### src/rtl/irq_pkg.sv
// rtl/irq_pkg.sv - shared interrupt definitions: nesting depth, sequencer states, ISR vectors
package irq_pkg;

   localparam int IRQ_DEPTH = 2;

   typedef enum logic [1:0] {
      ST_IDLE    = 2'd0,
      ST_JUMP    = 2'd1,
      ST_RESTORE = 2'd2
   } seq_state_e;

   localparam logic [15:0] VEC_IRQ0 = 16'h0020;
   localparam logic [15:0] VEC_IRQ1 = 16'h0040;
   localparam logic [15:0] VEC_IRQ2 = 16'h0060;
   localparam logic [15:0] VEC_IRQ3 = 16'h0080;
   localparam logic [15:0] VEC_IRQ4 = 16'h00A0;

   // ISR vectors sit on a 32-byte grid starting at VEC_IRQ0
   function automatic logic [15:0] vec_of(input logic [2:0] n);
      return VEC_IRQ0 + (16'(n) << 5);
   endfunction

endpackage

### src/rtl/irq_frame_stack.sv
// rtl/irq_frame_stack.sv - LIFO of saved {pc, flags} frames, registered storage, combinational top
module irq_frame_stack
   import irq_pkg::*;
#(
   parameter int DEPTH = IRQ_DEPTH,
   parameter int W     = 20
) (
   input  logic         clk,
   input  logic         rst,
   input  logic         push,
   input  logic         pop,
   input  logic [W-1:0] wr_data,
   output logic [W-1:0] top,
   output logic [1:0]   count,
   output logic         full,
   output logic         empty
);

   localparam int IDX_W = (DEPTH > 1) ? $clog2(DEPTH) : 1;

   logic [W-1:0] mem [DEPTH];
   logic [1:0]   cnt_m1;

   assign full   = (count == 2'(DEPTH));
   assign empty  = (count == 2'd0);
   assign cnt_m1 = count - 2'd1;
   assign top    = mem[cnt_m1[IDX_W-1:0]];

   always_ff @(posedge clk) begin
      if (rst) begin
         count <= 2'd0;
      end else if (push && !full) begin
         count <= count + 2'd1;
      end else if (pop && !empty) begin
         count <= count - 2'd1;
      end
   end

   // storage is deliberately left out of reset; contents are only read below count
   always_ff @(posedge clk) begin
      if (push && !full) begin
         mem[count[IDX_W-1:0]] <= wr_data;
      end
   end

   always_ff @(posedge clk) begin
      if (!rst) begin
         assert (!(push && full));
         assert (!(pop && empty));
      end
   end

endmodule

### src/rtl/irq_seq.sv
// rtl/irq_seq.sv - interrupt entry/exit sequencer between the core and irq_ctrl
module irq_seq
   import irq_pkg::*;
#(
   parameter int DEPTH = IRQ_DEPTH,
   parameter int PC_W  = 16,
   parameter int FLG_W = 4
) (
   input  logic             i_clk,
   input  logic             i_rst,
   input  logic             i_insn_done,
   input  logic             i_gie,
   input  logic             i_reti,
   input  logic [PC_W-1:0]  i_pc_next,
   input  logic [FLG_W-1:0] i_flags,
   input  logic             i_irq_take,
   input  logic [15:0]      i_irq_vector,
   output logic             o_int_en,
   output logic             o_irq_ret,
   output logic             o_in_irq,
   output logic             o_pc_load,
   output logic [PC_W-1:0]  o_pc_val,
   output logic             o_flg_load,
   output logic [FLG_W-1:0] o_flg_val,
   output logic             o_stall,
   output logic [1:0]       o_depth,
   output logic             o_err
);

   localparam int FRM_W = PC_W + FLG_W;

   seq_state_e       state, state_nx;
   logic [PC_W-1:0]  vec_r;
   logic [FRM_W-1:0] ret_r;
   logic             err_r;

   logic             bnd, ret_ok, take_ok;
   logic             entry, leave, chain, err_set;
   logic             push, pop, full, empty;
   logic [FRM_W-1:0] top;
   logic [1:0]       count;

   irq_frame_stack #(
      .DEPTH (DEPTH),
      .W     (FRM_W)
   ) u_stack (
      .clk     (i_clk),
      .rst     (i_rst),
      .push    (push),
      .pop     (pop),
      .wr_data ({i_pc_next, i_flags}),
      .top     (top),
      .count   (count),
      .full    (full),
      .empty   (empty)
   );

   // int_en and irq_ret must not depend on i_irq_take: irq_ctrl forms take from int_en
   assign bnd       = (state == ST_IDLE) && i_insn_done;
   assign ret_ok    = i_reti && !empty;
   assign o_int_en  = bnd && i_gie && (!full || ret_ok);
   assign o_irq_ret = bnd && ret_ok;

   assign take_ok = i_irq_take && o_int_en;
   assign entry   = take_ok && !ret_ok;
   assign chain   = take_ok && ret_ok;
   assign leave   = o_irq_ret && !take_ok;
   assign err_set = (bnd && i_reti && empty) || (i_irq_take && !o_int_en);

   assign o_in_irq = !empty;
   assign o_depth  = count;
   assign o_stall  = (state != ST_IDLE);
   assign o_err    = err_r;

   always_ff @(posedge i_clk) begin
      if (i_rst) begin
         state <= ST_IDLE;
         vec_r <= '0;
         ret_r <= '0;
         err_r <= 1'b0;
      end else begin
         state <= state_nx;
         if (entry || chain) begin
            vec_r <= i_irq_vector[PC_W-1:0];
         end
         if (leave) begin
            ret_r <= top;
         end
         if (err_set) begin
            err_r <= 1'b1;
         end
      end
   end

   always_comb begin
      state_nx   = state;
      push       = 1'b0;
      pop        = 1'b0;
      o_pc_load  = 1'b0;
      o_pc_val   = '0;
      o_flg_load = 1'b0;
      o_flg_val  = '0;
      case (state)
         ST_IDLE: begin
            if (entry) begin
               push     = 1'b1;
               state_nx = ST_JUMP;
            end else if (leave) begin
               pop      = 1'b1;
               state_nx = ST_RESTORE;
            end else if (chain) begin
               state_nx = ST_JUMP;
            end
         end
         ST_JUMP: begin
            o_pc_load = 1'b1;
            o_pc_val  = vec_r;
            state_nx  = ST_IDLE;
         end
         ST_RESTORE: begin
            o_pc_load  = 1'b1;
            o_pc_val   = ret_r[FRM_W-1:FLG_W];
            o_flg_load = 1'b1;
            o_flg_val  = ret_r[FLG_W-1:0];
            state_nx   = ST_IDLE;
         end
         default: state_nx = ST_IDLE;
      endcase
   end

   always_ff @(posedge i_clk) begin
      if (!i_rst) begin
         assert (!(bnd && i_irq_take && full && !i_reti));
      end
   end

endmodule

### config.mk
export PLATFORM = sky130hd
export DESIGN_NAME = irq_seq
export DESIGN_NICKNAME = d
export VERILOG_FILES = /design/src/rtl/irq_pkg.sv /design/src/rtl/irq_frame_stack.sv /design/src/rtl/irq_seq.sv
export SDC_FILE = /design/constraint.sdc
export NUM_CORES = 1
export LEC_CHECK = 0
export BUFFER_PORTS_ARGS = -buffer_cell sky130_fd_sc_hd__buf_2
export CORE_ASPECT_RATIO = 2
export CORE_MARGIN = 2
export CORE_UTILIZATION = 35
export DETAILED_ROUTE_END_ITERATION = 7
export PLACE_DENSITY_LB_ADDON = 0.1
export SLEW_MARGIN = 20
export SYNTH_ARGS = -nofsm -noshare
export SYNTH_HDL_FRONTEND = slang
export SYNTH_HIERARCHICAL = 1
export SYNTH_SLANG_ARGS = --single-unit
### constraint.sdc
create_clock -name i_clk -period 4.4 [get_ports i_clk]
set_input_delay 0 -clock i_clk [delete_from_list [all_inputs] [get_ports i_clk]]
set_output_delay 0 -clock i_clk [all_outputs]
set_load 0.02 [all_outputs]
Yosys cells after proc, flatten, opt, wreduce, memory -nomap -nowiden
Memory sizes are Yosys's and may differ from the RTL's. A register that Yosys moved wholly into a read port is not among the register bits.
Cells that the tools add are included.
{"block": "word_totals", "ramBits": 40, "inputBits": 42, "out_inout_bits": 29, "elab_cells": 59, "memories": 1, "regBits": 21}
{"block": "op_classes", "addsub": 2, "n_eq_ne": 3, "n_bitwise": 1, "muxes": 16, "reduce_logical": 31}
{"memory": "u_stack.mem", "depth": 2, "width": 20, "read_ports": 1, "rd_clocked_by_memory_dff": 1, "wr": 1, "line": "irq_frame_stack.sv:21", "source": "logic [W-1:0] mem [DEPTH];"}
{"op": "$pmux W16 S2", "count": 1}
{"op": "$logic_and A1 B1 Y1", "count": 14}
{"op": "$mux W1", "count": 10}
{"op": "$mux W2", "count": 4}
{"op": "$reduce_bool A2 Y1", "count": 3}
{"op": "$logic_not A1 Y1", "count": 5}
{"op": "$eq A2 B2 Y1 const B", "count": 2}
{"op": "$logic_not A2 Y1", "count": 2}
{"op": "$mux W4", "count": 1}
{"op": "$reduce_or A2 Y1", "count": 2}
{"op": "$logic_or A1 B1 Y1", "count": 3}
{"op": "$reduce_bool A3 Y1", "count": 1}
{"op": "$reduce_or A3 Y1", "count": 1}
{"op": "$add A2 B1 Y2 const B", "count": 1}
{"op": "$eq A2 B1 Y1 const B", "count": 1}
{"op": "$sub A2 B1 Y2 const B", "count": 1}
{"op": "$not A1 Y1", "count": 1}

Logic depth before layout (Yosys ltp)
{"block": "depth", "depth_word": 14, "depth_mapped": 10, "depth_no_buf": 8}

Cells and area by module
Netlist, hierarchy kept.
{"mod": "irq_seq", "cells_per_inst": 223, "n_inst": 1, "area_each_um2": 2119.5, "seq_area_each_um2": 780.7}
{"mod": "irq_frame_stack", "cells_per_inst": 78, "n_inst": 1, "area_each_um2": 1576.5, "seq_area_each_um2": 1241.2}

Worst setup path before layout
OpenSTA, ideal clock, no wires.
{"block": "synth_path", "kind": "register to register", "start": "reg u_stack.count[0]", "end": "mem u_stack.mem[1][0] (enable)", "required_ps": 4022, "path_stages_with_launch": 10, "setup_ps": 378, "path_slack_ps": 1635, "period_less_slack_ps": 2765, "t_arrival_ps": 2387, "path_buffers": 2, "cell_sequence": "dfxtp_1 > inv_2 > ha_1 > nand2b_1 > a21oi_1 > buf_6 > buf_12 > and2_1 > nor2b_1 > and2_1"}
{"block": "synth_between", "elab_chain_len": 12, "elab_cells_between_ends": 15, "cone_classes": "eq/ne: 1; mux: 4; reduce/logical: 10"}
{"item": "from (decl)", "line": "irq_frame_stack.sv:14", "source": "output logic [1:0] count,"}
{"item": "from (signal assigned)", "line": "irq_frame_stack.sv:33", "source": "count <= count + 2'd1;"}
{"item": "from (signal assigned)", "line": "irq_frame_stack.sv:35", "source": "count <= count - 2'd1;"}
{"item": "$logic_not A2 Y1 *", "line": "irq_frame_stack.sv:25", "source": "assign empty = (count == 2'd0);"}
{"item": "via empty", "line": "irq_seq.sv:39", "source": "logic push, pop, full, empty;"}
{"item": "$logic_not A1 Y1 *", "line": "irq_seq.sv:60", "source": "assign ret_ok = i_reti && !empty;"}
{"item": "$logic_and A1 B1 Y1 *", "line": "irq_seq.sv:60"}
{"item": "$logic_or A1 B1 Y1", "line": "irq_seq.sv:61", "source": "assign o_int_en = bnd && i_gie && (!full || ret_ok);"}
{"item": "$logic_and A1 B1 Y1", "line": "irq_seq.sv:61"}
{"item": "$logic_and A1 B1 Y1", "line": "irq_seq.sv:64", "source": "assign take_ok = i_irq_take && o_int_en;"}
{"item": "$logic_and A1 B1 Y1 *", "line": "irq_seq.sv:65", "source": "assign entry = take_ok && !ret_ok;"}
{"item": "$mux W1 *", "line": "irq_seq.sv:105", "source": "if (entry) begin"}
{"item": "$mux W1 *", "line": "irq_seq.sv:103", "source": "case (state)"}
{"item": "via push", "line": "irq_seq.sv:39"}
{"item": "$logic_and A1 B1 Y1 *", "line": "irq_frame_stack.sv:41", "source": "if (push && !full) begin"}
{"item": "$mux W1 *", "line": "irq_frame_stack.sv:41"}
{"item": "$mux W1 (not written as such) *", "line": "irq_frame_stack.sv:42", "source": "mem[count[IDX_W-1:0]] <= wr_data;"}
{"item": "to (decl)", "line": "irq_frame_stack.sv:21"}
Mark *: on every way through the listed nets, which the timed path passes. The rest lies on a longest branch.

Final worst setup path
{"block": "layout_path", "start": "reg u_stack.count[0]", "end": "mem u_stack.mem[0][18] (enable)"}
Same word-level chain as after synthesis.

==> results_dict.tcl <==
set metrics [dict create \
    yosysMostFrequentCell "nand2b_1" \
    dp_hpwl_um 4800 \
    grt-ovfl-total 0 \
    numCtsBuffers 9 \
    critPathRequiredTime_ns 4.35 \
    synth_cell_types 31 \
    die_y_um 149 \
    grt_usage 0.133 \
    slowest_stage "and2_1" \
    syn_to_final_growth_pct 30.3 \
    root_buffer "clkbuf_16" \
    wl_per_cell_um 13.3 \
    status "completed" \
    htreeDepth 3 \
    synth_top_area_cell "edfxtp_1" \
    tightest_slew_ns 0.989 \
    final_cells 544 \
    setup.worst_path.start "u_stack/count[0]$_SDFFE_PP0P_" \
    synth-seq-area-share 0.547 \
    placed_cell_area_um2 4120 \
    yosys_warnings 6 \
    clock_sinks 81 \
    synthTopCellsByCount "nand2b_1, dfxtp_1, edfxtp_1, mux2i_1, mux2_2" \
    startpoint_type "register" \
    post_cts_buffers 0 \
    first_pass_iters 4 \
    place_congestion 0.712 \
    avgSynthCellArea_um2 12.3 \
    finalCriticalPeriod_ns 3.28 \
    max_freq_mhz 304 \
    slew_headroom 0.341 \
    num_io_pins 71 \
    synthArstFlopShare 0 \
    final_core_util 0.462 \
    cp_data_arrival_time_ns 3.24 \
    skew_ns 0.00439 \
    drc 0 \
    initial_core_util 0.355 \
    core_area_um2 10400 \
    synth_area_um2 3700 \
    synth_nets 348 \
    total_power_mw 1.77 \
    numPortBuffers 70 \
    dp_slack_ns 1.06 \
    cp-end-kind "register" \
    ys_seq_elements 81 \
    grt_pass1_vias 2493 \
    ctsHoldBuffers 37 \
    drive_above_1_share 0.280 \
    path_delay_family "simple AND/OR/NAND/NOR gates" \
    grt_max_degree 79 \
    worst-path-max-fanout 23 \
    clock_path_buffers 2 \
    clk_latency_ns 0.33 \
    grt_antenna_before_repair 0 \
    finalSetupViolCount 0 \
    yosysTopAreaCellShare 0.325 \
    antenna_left 0 \
    die_area_um2 11400 \
    finalWirelength_um 7210 \
    clkTransAtPathRegs_ns 0.06 \
    hold_class "in -> reg" \
    post-place-cells 491 \
    r2r_start "u_stack/count[0]$_SDFFE_PP0P_" \
    hp-start "i_reti" \
    ir_drop_v 0.000315 \
    path_class "reg -> reg" \
    fin_area_um2 4810 \
    maxSlewViolCount 0 \
    post-route-period-util 0.746 \
    vias 2420 \
    leakage_nw 1.77 \
    grt_pass1_wl_um 11900 \
    die_x_um 76.7 \
    report.final.hold_viol_count 0 \
    cts_tree "yes" \
    p_per_area_nw_per_um2 369 \
    maxCapViolCount 0 \
    drtIter0Drc 87 \
    critPathBufInv 3 \
    row_count 53 \
    hold_slack_ns 0.0552 \
    viasPerCell 4.45 \
    synth_edf_count 40 \
    synthCells 301 \
    cpPeakStageDelay_ns 0.82 \
    synth-main-ff-cell "dfxtp_1" \
    nNetsFinal 449 \
    diodes 0 \
    path_cells "buf_4, inv_2, ha_1, nand2b_1, a21oi_2, buf_4, and2_1, nor2b_1, and2_1" \
    fin_ws_ns 1.12 \
    synthTopCellsByArea "edfxtp_1, dfxtp_1, nand2b_1" \
    rsz0062_at_grt "no" \
    ctsResizeCount 0 \
    final.setup.tns_ns 0 \
]
path summary, 6_finish.rpt:
check                                               endpoint  slack, ns  cells past startpoint
worst max-delay path            u_stack/mem[0][18]$_DFFE_PP_       1.12                      9
worst min-delay path                   state[1]$_SDFFE_PP0P_       0.06                      3
worst max register to register  u_stack/mem[0][18]$_DFFE_PP_       1.12                      9
worst min register to register         ret_r[2]$_SDFFE_PP0P_       0.47                      2
metal layers:
layer  global-route usage  up-vias  share of wire
li1                     -     1252              -
met2                0.224       52           0.49
met5                    0        -              0
met4               0.0655        0          0.021
met3               0.0260       11          0.033
met1                0.162     1105           0.46
layout make-up:
| cell class | instances | area [µm²] |
|---|---|---|
| Timing Repair Buffer | 109 | 736 |
| Fill cell | 1004 | 5600 |
| Clock inverter | 6 | 90.1 |
| Inverter | 7 | 26.3 |
| Tap cell | 137 | 171 |
| Sequential cell | 81 | 2020 |
| Multi-Input combinational cell | 194 | 1530 |
| Clock buffer | 10 | 239 |
logic make-up (layout without fill, tap and decap cells):
kind of cell	count (synthesis)	after routing	synth area share
AOI/OAI and AO/OA	26	26	0.0532
muxes	57	57	0.161
and+or+nand+nor	106	106	0.181
adders and majority gates	5	5	0.0169
buffers and inverters	26	132	0.0399
DFF	81	81	0.547
sequential cells by signal (all words and copies together), names as in the netlist:
| signal | count |
|---|---|
| u_stack/mem | 40 |
| state | 2 |
| vec_r | 16 |
| u_stack/count | 2 |
| o_err | 1 |
| ret_r | 20 |
power by group:
part	total (mW)	internal [mW]	switching [mW]
Clock	0.804	0.514	0.290
Sequential	0.818	0.812	0.00694
Combinational	0.152	0.0813	0.0704
cell usage in the layout, fill, tap and decap left out, types with 2 or more instances in the layout:
cell type | Yosys | layout
bufinv_16 | 0 | 2
dfxtp_1 | 41 | 41
inv_1 | 6 | 6
clkbuf_16 | 0 | 9
a21oi_1 | 3 | 2
nand2b_1 | 74 | 74
and2_1 | 7 | 7
edfxtp_1 | 40 | 40
buf_2 | 3 | 70
a22oi_1 | 16 | 16
buf_4 | 0 | 2
nor2b_1 | 18 | 18
mux2_2 | 21 | 21
dlygate4sd3_1 | 0 | 37
mux2i_1 | 36 | 36
ha_1 | 5 | 5
tightest hold or removal path, stage by stage:
cell and delay, ns:
buf_2 0.12, nand4b_2 0.13, a211oi_1 0.09
(Power assumes the default switching activity.)
